`src/rtl/cdb_arbiter.sv`:
```
// cdb_arbiter: common data bus arbiter for the ALU/LSU/MUL/BR writeback ports.
// Each FU result is parked in a 1-entry slot. A round-robin search starting at rr_ptr
// picks one occupied slot per cycle and broadcasts it on the registered CDB outputs.
// Optional build macro CDB_ARB_PERF_EN adds per-FU grant counters and a stall counter.
module cdb_arbiter #(
  parameter int NUM_REQ = 4,
  parameter int TAG_W   = 5,
  parameter int DATA_W  = 32,
  localparam int SRC_W  = (NUM_REQ > 1) ? $clog2(NUM_REQ) : 1
) (
  input  logic                      clk_i,
  input  logic                      reset_ni,
  input  logic                      flush_i,
  input  logic [NUM_REQ-1:0]        req_valid_i,
  input  logic [NUM_REQ*TAG_W-1:0]  req_tag_i,
  input  logic [NUM_REQ*DATA_W-1:0] req_data_i,
  output logic [NUM_REQ-1:0]        req_ready_o,
  output logic                      cdb_en_o,
  output logic [TAG_W-1:0]          cdb_reg_addr_o,
  output logic [DATA_W-1:0]         cdb_data_o,
  output logic [SRC_W-1:0]          cdb_src_o
`ifdef CDB_ARB_PERF_EN
  ,
  output logic [NUM_REQ*32-1:0]     perf_grant_cnt_o,
  output logic [31:0]               perf_stall_cnt_o
`endif
);

  logic [NUM_REQ-1:0]             slot_v_q, slot_v_d;
  logic [NUM_REQ-1:0][TAG_W-1:0]  slot_tag_q, slot_tag_d;
  logic [NUM_REQ-1:0][DATA_W-1:0] slot_data_q, slot_data_d;
  logic [SRC_W-1:0]               rr_ptr_q, rr_ptr_d;
  logic                           cdb_en_q, cdb_en_d;
  logic [TAG_W-1:0]               cdb_addr_q, cdb_addr_d;
  logic [DATA_W-1:0]              cdb_data_q, cdb_data_d;
  logic [SRC_W-1:0]               cdb_src_q, cdb_src_d;

  logic [NUM_REQ-1:0]             grant_s;
  logic [SRC_W-1:0]               grant_idx_s;
  logic                           grant_any_s;
  logic [NUM_REQ-1:0]             req_ready_s;

  // Round-robin search over occupied slots from rr_ptr; flush suppresses any grant.
  always_comb begin
    int               sum;
    logic [SRC_W-1:0] idx;
    grant_s     = '0;
    grant_idx_s = '0;
    grant_any_s = 1'b0;
    sum         = 0;
    idx         = '0;
    for (int i = 0; i < NUM_REQ; i++) begin
      sum = int'(rr_ptr_q) + i;
      idx = SRC_W'((sum >= NUM_REQ) ? (sum - NUM_REQ) : sum);
      if (!grant_any_s && slot_v_q[idx] && !flush_i) begin
        grant_any_s  = 1'b1;
        grant_s[idx] = 1'b1;
        grant_idx_s  = idx;
      end else begin
        grant_any_s  = grant_any_s;
      end
    end
  end

  // A slot can take a new result when empty or when it is draining this cycle.
  assign req_ready_s = {NUM_REQ{~flush_i}} & (~slot_v_q | grant_s);
  assign req_ready_o = req_ready_s;

  // Slot update: flush empties everything, capture refills, grant drains.
  always_comb begin
    slot_v_d    = slot_v_q;
    slot_tag_d  = slot_tag_q;
    slot_data_d = slot_data_q;
    for (int k = 0; k < NUM_REQ; k++) begin
      if (flush_i) begin
        slot_v_d[k] = 1'b0;
      end else if (req_valid_i[k] && req_ready_s[k]) begin
        slot_v_d[k]    = 1'b1;
        slot_tag_d[k]  = req_tag_i[k*TAG_W +: TAG_W];
        slot_data_d[k] = req_data_i[k*DATA_W +: DATA_W];
      end else if (grant_s[k]) begin
        slot_v_d[k] = 1'b0;
      end else begin
        slot_v_d[k] = slot_v_q[k];
      end
    end
  end

  // Broadcast and pointer update: payload and pointer hold when nothing is granted.
  always_comb begin
    cdb_en_d   = 1'b0;
    cdb_addr_d = cdb_addr_q;
    cdb_data_d = cdb_data_q;
    cdb_src_d  = cdb_src_q;
    rr_ptr_d   = rr_ptr_q;
    if (grant_any_s) begin
      cdb_en_d   = 1'b1;
      cdb_addr_d = slot_tag_q[grant_idx_s];
      cdb_data_d = slot_data_q[grant_idx_s];
      cdb_src_d  = grant_idx_s;
      rr_ptr_d   = (grant_idx_s == SRC_W'(NUM_REQ - 1)) ? '0 : (grant_idx_s + SRC_W'(1));
    end else begin
      cdb_en_d   = 1'b0;
    end
  end

  // State registers, cleared asynchronously.
  always_ff @(posedge clk_i or negedge reset_ni) begin
    if (!reset_ni) begin
      slot_v_q    <= '0;
      slot_tag_q  <= '0;
      slot_data_q <= '0;
      rr_ptr_q    <= '0;
      cdb_en_q    <= 1'b0;
      cdb_addr_q  <= '0;
      cdb_data_q  <= '0;
      cdb_src_q   <= '0;
    end else begin
      slot_v_q    <= slot_v_d;
      slot_tag_q  <= slot_tag_d;
      slot_data_q <= slot_data_d;
      rr_ptr_q    <= rr_ptr_d;
      cdb_en_q    <= cdb_en_d;
      cdb_addr_q  <= cdb_addr_d;
      cdb_data_q  <= cdb_data_d;
      cdb_src_q   <= cdb_src_d;
    end
  end

  assign cdb_en_o       = cdb_en_q;
  assign cdb_reg_addr_o = cdb_addr_q;
  assign cdb_data_o     = cdb_data_q;
  assign cdb_src_o      = cdb_src_q;

`ifdef CDB_ARB_PERF_EN
  logic [NUM_REQ-1:0][31:0] perf_grant_q, perf_grant_d;
  logic [31:0]              perf_stall_q, perf_stall_d;

  // Counter next values: grants per FU, stalls when a valid FU is refused outside flush.
  always_comb begin
    perf_grant_d = perf_grant_q;
    perf_stall_d = perf_stall_q;
    for (int k = 0; k < NUM_REQ; k++) begin
      if (grant_s[k]) begin
        perf_grant_d[k] = perf_grant_q[k] + 32'd1;
      end else begin
        perf_grant_d[k] = perf_grant_q[k];
      end
    end
    if (!flush_i && |(req_valid_i & ~req_ready_s)) begin
      perf_stall_d = perf_stall_q + 32'd1;
    end else begin
      perf_stall_d = perf_stall_q;
    end
  end

  // Performance counters, only cleared by reset and wrapping naturally.
  always_ff @(posedge clk_i or negedge reset_ni) begin
    if (!reset_ni) begin
      perf_grant_q <= '0;
      perf_stall_q <= 32'd0;
    end else begin
      perf_grant_q <= perf_grant_d;
      perf_stall_q <= perf_stall_d;
    end
  end

  assign perf_grant_cnt_o = perf_grant_q;
  assign perf_stall_cnt_o = perf_stall_q;
`endif

endmodule

```
`config.mk`:
```
export PLATFORM = sky130hd
export DESIGN_NAME = cdb_arbiter
export DESIGN_NICKNAME = d
export VERILOG_FILES = /design/src/rtl/cdb_arbiter.sv
export SDC_FILE = /design/constraint.sdc
export NUM_CORES = 1
export LEC_CHECK = 0
export BUFFER_PORTS_ARGS = -buffer_cell sky130_fd_sc_hd__buf_2
export CORE_MARGIN = 3
export CORE_UTILIZATION = 55
export CTS_CLUSTER_SIZE = 24
export DETAILED_ROUTE_END_ITERATION = 12
export PLACE_DENSITY = 0.86
export SETUP_SLACK_MARGIN = 0.1
export SLEW_MARGIN = 20
export SYNTH_ARGS = -nofsm -noshare
export SYNTH_HDL_FRONTEND = slang
export SYNTH_SLANG_ARGS = --single-unit
```
`constraint.sdc`:
```
create_clock -name clk_i -period 4.4 [get_ports clk_i]
set_input_delay 0 -clock clk_i [delete_from_list [all_inputs] [get_ports clk_i]]
set_output_delay 0 -clock clk_i [all_outputs]
set_load 0.01 [all_outputs]
```
# ---- After elaboration in Yosys (flattened, before gate mapping)
# Cells that the tools add are included.
dict set report word_totals {
  word_cells 123
  register_bits 194
}
dict set report classes {
  n_addsub 8
  reduce_logical 27
  n_eq_ne 1
  n_mux 50
  order_cmp 13
  bitwise_logic 7
}
# op count
set op_table {}
lappend op_table {{32-bit binary-select mux with 2-bit select} 1}
lappend op_table {{32-bit two-way mux} 1}
lappend op_table {{1-bit two-way mux} 25}
lappend op_table {{2-bit two-way mux} 9}
lappend op_table {{4-bit two-way mux} 4}
lappend op_table {{4-bit bitwise OR} 4}
lappend op_table {{1-bit logical AND} 15}
lappend op_table {{2-bit by 3-bit < comparator with 1-bit output (second input constant)} 5}
lappend op_table {{3-bit nonzero test} 4}
lappend op_table {{5-bit binary-select mux with 2-bit select} 1}
lappend op_table {{3-bit greater-or-equal comparator (second input constant)} 3}
lappend op_table {{1-bit binary-select mux with 2-bit select} 4}
lappend op_table {{1-bit demux with 2-bit select} 4}
lappend op_table {{2-bit by 1-bit greater-or-equal comparator with 1-bit output (second input constant)} 4}
lappend op_table {{2-bit AND reduction} 4}
lappend op_table {{2-bit by 1-bit subtractor with 2-bit output (second input constant)} 4}
lappend op_table {{2-bit by 2-bit adder with 3-bit output (second input constant)} 2}
lappend op_table {{5-bit two-way mux} 1}
lappend op_table {{4-bit bitwise AND} 1}
lappend op_table {{1-bit logical NOT} 4}
lappend op_table {{4-bit NOT} 1}
lappend op_table {{2-bit by 1-bit adder with 3-bit output (second input constant)} 1}
lappend op_table {{2-bit by 3-bit greater-or-equal comparator with 1-bit output (second input constant)} 1}
lappend op_table {{2-bit by 1-bit adder with 2-bit output (second input constant)} 1}
lappend op_table {{other kinds (2)} 2}

# ---- Logic depth before layout (Yosys ltp)
dict set report logic_depth {
  depth_word 23
  ltp_mapped 12
  ltp_nobuf 8
}

# ---- Worst setup path before layout
# No wires, ideal clock.
dict set report synth_timing {
  kind {register -> register}
  from {register rr_ptr_q[0]}
  to {register slot_data_q[100] (netlist bit)}
  required_time_ns 4.275
  path_stages_with_launch 11
  synth_period_minus_slack_ns 3.075
  setup_slack_ns 1.325
  arrival_time_ns 2.950
  path_cell_list {dfrtp_1 clkbuf_8 inv_1 ha_1 or3b_1 a2111o_1 nand2_2 a32oi_2 a21oi_4 buf_12 mux2_4}
}
dict set report synth_between {
  elab_chain_len 22
}
# item line_no
set synth_lines {}
lappend synth_lines {{start: declaration} 32} ;# logic [SRC_W-1:0] rr_ptr_q, rr_ptr_d;
lappend synth_lines {{start signal: assignment} 122} ;# rr_ptr_q <= rr_ptr_d;
lappend synth_lines {{branches (longest 17 deep; another with 2-bit by 1-bit adder with 3-bit output)} --}
lappend synth_lines {{4-bit two-way mux (*)} 55} ;# if (!grant_any_s && slot_v_q[idx] && !flush_i) begin
lappend synth_lines {{4-bit bitwise OR (*)} 66} ;# assign req_ready_s = {NUM_REQ{~flush_i}} & (~slot_v_q | grant_s);
lappend synth_lines {{4-bit bitwise AND (*)} 66}
lappend synth_lines {{1-bit logical AND (*)} 77} ;# end else if (req_valid_i[k] && req_ready_s[k]) begin
lappend synth_lines {{2-bit AND reduction (no line) (*)} --}
lappend synth_lines {{end signal: assignment} 121} ;# slot_data_q <= slot_data_d;
lappend synth_lines {{end: declaration} 31} ;# logic [NUM_REQ-1:0][DATA_W-1:0] slot_data_q, slot_data_d;
# Mark *: on every way between the ends. The select of a mux whose other input is x is not followed.
# A chain may end at the register's enable or synchronous reset.

# ---- Worst setup path in the final report
dict set report layout_timing {
  from {register rr_ptr_q[0]}
  to {register cdb_data_q[27] (netlist: cdb_data_o[27])}
}
dict set report layout_between {
  elab_chain_len 20
}
# item line_no
set layout_lines {}
lappend layout_lines {{branches (longest 20 deep; another with 2-bit by 1-bit adder with 3-bit output)} --}
lappend layout_lines {{end signal: assignment} 125} ;# cdb_data_q <= cdb_data_d;
lappend layout_lines {{end: declaration} 35} ;# logic [DATA_W-1:0] cdb_data_q, cdb_data_d;
# Several ways; the timed one is not identified. The select of a mux whose other input is x is not followed.

==> summary.md <==
| Metric | Value |
|---|---|
| Setup slack, reg-to-reg | 660 ps |
| Vias in the first global route | 7533 |
| TritonCTS clock tree | done |
| Post-synthesis sequential area ratio | 51.9% |
| Drt initial violations | 382 |
| Ports | 199 |
| Outcome | complete, no violations |
| First-pass GRT wire length | 41.7 mm |
| Clock sink total | 194 |
| #FFs+latches synth | 194 |
| R2R Path Start | rr_ptr_q[0] |
| Root buffer cell | clkbuf_16 |
| Worst setup EP type | flip-flop |
| Antenna diode count | 0 |
| Layout cells sized above 1 | 42.1% |
| Wirelength per Cell | 22.3 µm |
| DRC | 0 |
| Skew final | 11.6 ps |
| Crit share post-route | 85.0% |
| Crit-path max cell delay | 800 ps |
| Nets@finish | 1133 |
| CP delay by family, top | simple AND/OR/NAND/NOR gates |
| Worst-path clk slew | 70 ps |
| Core Region | 0.0166 mm² |
| Post-route ant nets | 0 |
| Period minus WS final | 3740 ps |
| GPL Wtd Cong | 0.867 |
| Design Area, Final | 0.0125 mm² |
| Critical R2R Capture | cdb_data_o[27] |
| Commonest cells after routing, fill and taps aside | buf_2 (197), dfrtp_1 (194), dlygate4sd3_1 (157) |
| Pre-CTS worst setup slack | 841 ps |
| Cells on worst reg2reg path | 8 |
| Worst-path cell chain | inv_1 > ha_1 > or3b_1 > a2111o_1 > a21boi_1 > a31oi_2 > nor2_2 > a221oi_1 |
| Required time of the critical path | 4650 ps |
| Mapped Area | 0.00935 mm² |
| Final Setup Violations | 0 |
| F_max | 0.267 GHz |
| WP buf/inv | 1 |
| Pin count of the biggest net entering global routing | 108 |
| Commonest non-fill, non-tap cell in the layout | buf_2 |
| Avg Synthesized Cell Area | 15.1 µm² |
| Total Neg Setup Slack | 0 ps |
| Initial DRT Pass Iterations | 5 |
| Std-Cell Rows | 47 |
| Die span in x | 136 µm |
| Filler instances | 1020 |
| Leak Pwr | 5.89 nW |
| Die span in y | 136 µm |
| GR Overflow Total | 0 |
| Library cells used by synthesis | 48 |
| Area grow syn2layout | 34.1% |
| All-Layer GR Usage | 29.5% |
| IR drop worst, VDD | 0.000495 V |
| Cell count after synthesis | 619 |
| Number of port buffers | 198 |
| Max-slew violations | 0 |
| Arr. time, crit path | 3990 ps |
| Top FF cell, synth | dfrtp_1 |
| Max_slew headroom | 30.1% |
| Yosys warnings | 0 |
| Synth Net Count | 782 |
| Initial antenna violation count | 0 |
| RSZ-0062 raised after global routing | false |
| Maxcap violations | 0 |
| Type of origin of the critical path | flip-flop |
| Vias/cell | 5.65 |
| Total Wirelength | 26.9 mm |
| CTS max path bufs | 2 |
| Num CTS Buffers | 17 |
| Htree depth | 4 |
| Placed cell areas | 0.0103 mm² |
| Post-synth EDFFs | 0 |
| Worst-Margin Slew | 1050 ps |
| Initial cell density of the core | 56.4% |
| Hold Crit Class | in2async |
| Crit-path slowest cell | nor2_2 |
| Worst Path Max Fanout | 19 |
| Asr flop ratio synth | 100% |
| Final number of hold-violating endpoints | 0 |
| Clk Latency, worst-skew pair | 430 ps |
| Setup CP Type | reg2reg |
| DP HPWL | 14.4 mm |
| Final WS setup | 662 ps |
| Worst path depth | 8 |
| Resized Gates After CTS | 0 |
| Die area | 0.0186 mm² |
| DR vias | 6791 |
| Pwr/cell area | 603 mW/mm² |
## cell families (layout without fill, tap and decap cells)
family,Yosys count,count (layout),share of synthesized area [%]
AOI/OAI and AO/OA,77,77,7.60
adders and majority gates,8,8,1.07
buffers and inverters,43,407,4.70
DFF,194,194,51.9
muxes,228,228,31.2
and+or+nand+nor,69,69,3.45
## Yosys cell counts (2+ instances only)
cell type	count	area [µm²]
nand2_1	22	82.6
ha_1	8	100
dfrtp_1	194	4850
clkbuf_1	6	22.5
or2b_1	5	37.5
mux2_2	29	327
buf_12	12	240
o221ai_1	18	158
buf_6	3	33.8
mux2_4	120	1800
mux2i_1	79	791
clkbuf_2	2	10.0
clkbuf_8	3	41.3
a21oi_4	4	65.1
a21o_1	2	15.0
inv_1	7	26.3
o32a_1	2	20.0
a221oi_1	19	166
or2_2	2	12.5
nand2b_1	2	12.5
buf_2	4	20.0
o21ai_0	2	10.0
nor2_1	28	105
a221oi_2	4	60.1
a32oi_2	4	65.1
buf_4	6	45.0
a21oi_1	10	50.1
o22ai_1	2	12.5
## where the power goes
group | total, mW | switching (mW) | internal, mW
logic | 3.03 | 1.46 | 1.57
registers | 2.91 | 0.478 | 2.43
clock network | 1.62 | 0.702 | 0.920
total | 7.56 | 2.64 | 4.92
## metrics by stage
step | hold slack, ps | power, mW | util (%) | std cells
5_1_grt | 324 | 7.91 | 75.6 | 1203
3_3_place_gp | 161 | 5.60 | 62.4 | 1014
3_5_place_dp | 166 | 5.70 | 62.4 | 1014
2_1_floorplan | -296 | 4.97 | - | 619
4_1_cts | 282 | 7.46 | 75.6 | 1203
6_report | 267 | 7.56 | 75.6 | 1203
## worst max path at each step
stage / start / end / slack [ps]
3_5_place_dp: rr_ptr_q[0] / cdb_data_o[12] / 840
3_3_place_gp: rr_ptr_q[0] / cdb_data_o[6] / 920
5_1_grt: rr_ptr_q[0] / cdb_data_o[27] / 500
4_1_cts: rr_ptr_q[0] / cdb_data_o[12] / 770
6_report: rr_ptr_q[0] / cdb_data_o[27] / 660
2_1_floorplan: rr_ptr_q[0] / slot_data_q[100] / 1320
## flip-flops by register name (all words and copies together) (netlist names)
signal          count
slot_data_q       128
cdb_en_o            1
cdb_src_o           2
cdb_data_o         32
slot_v_q            4
rr_ptr_q            2
slot_tag_q         20
cdb_reg_addr_o      5
## layout make-up
class	instances	area, µm²	share of cell area [%]
Tap cell	220	275	2.20
Timing Repair Buffer	368	2710	21.6
Sequential cell	194	4850	38.7
Inverter	7	26.3	0.210
Clock inverter	14	175	1.40
Clock buffer	18	439	3.50
Multi-Input combinational cell	382	4050	32.4
## layer usage
| metal | GRT usage (%) | wire length (µm) |
|---|---|---|
| met4 | 10.2 | 619 |
| met2 | 51.2 | 14000 |
| met5 | 0 | 0 |
| met3 | 6.99 | 1530 |
| met1 | 36.1 | 10700 |
## repair_timing
item	CTS	global route
hold endpoints to repair	257	0
setup buffers	0	0
hold buffers	157	0
Power figures use the tool's default switching activity.
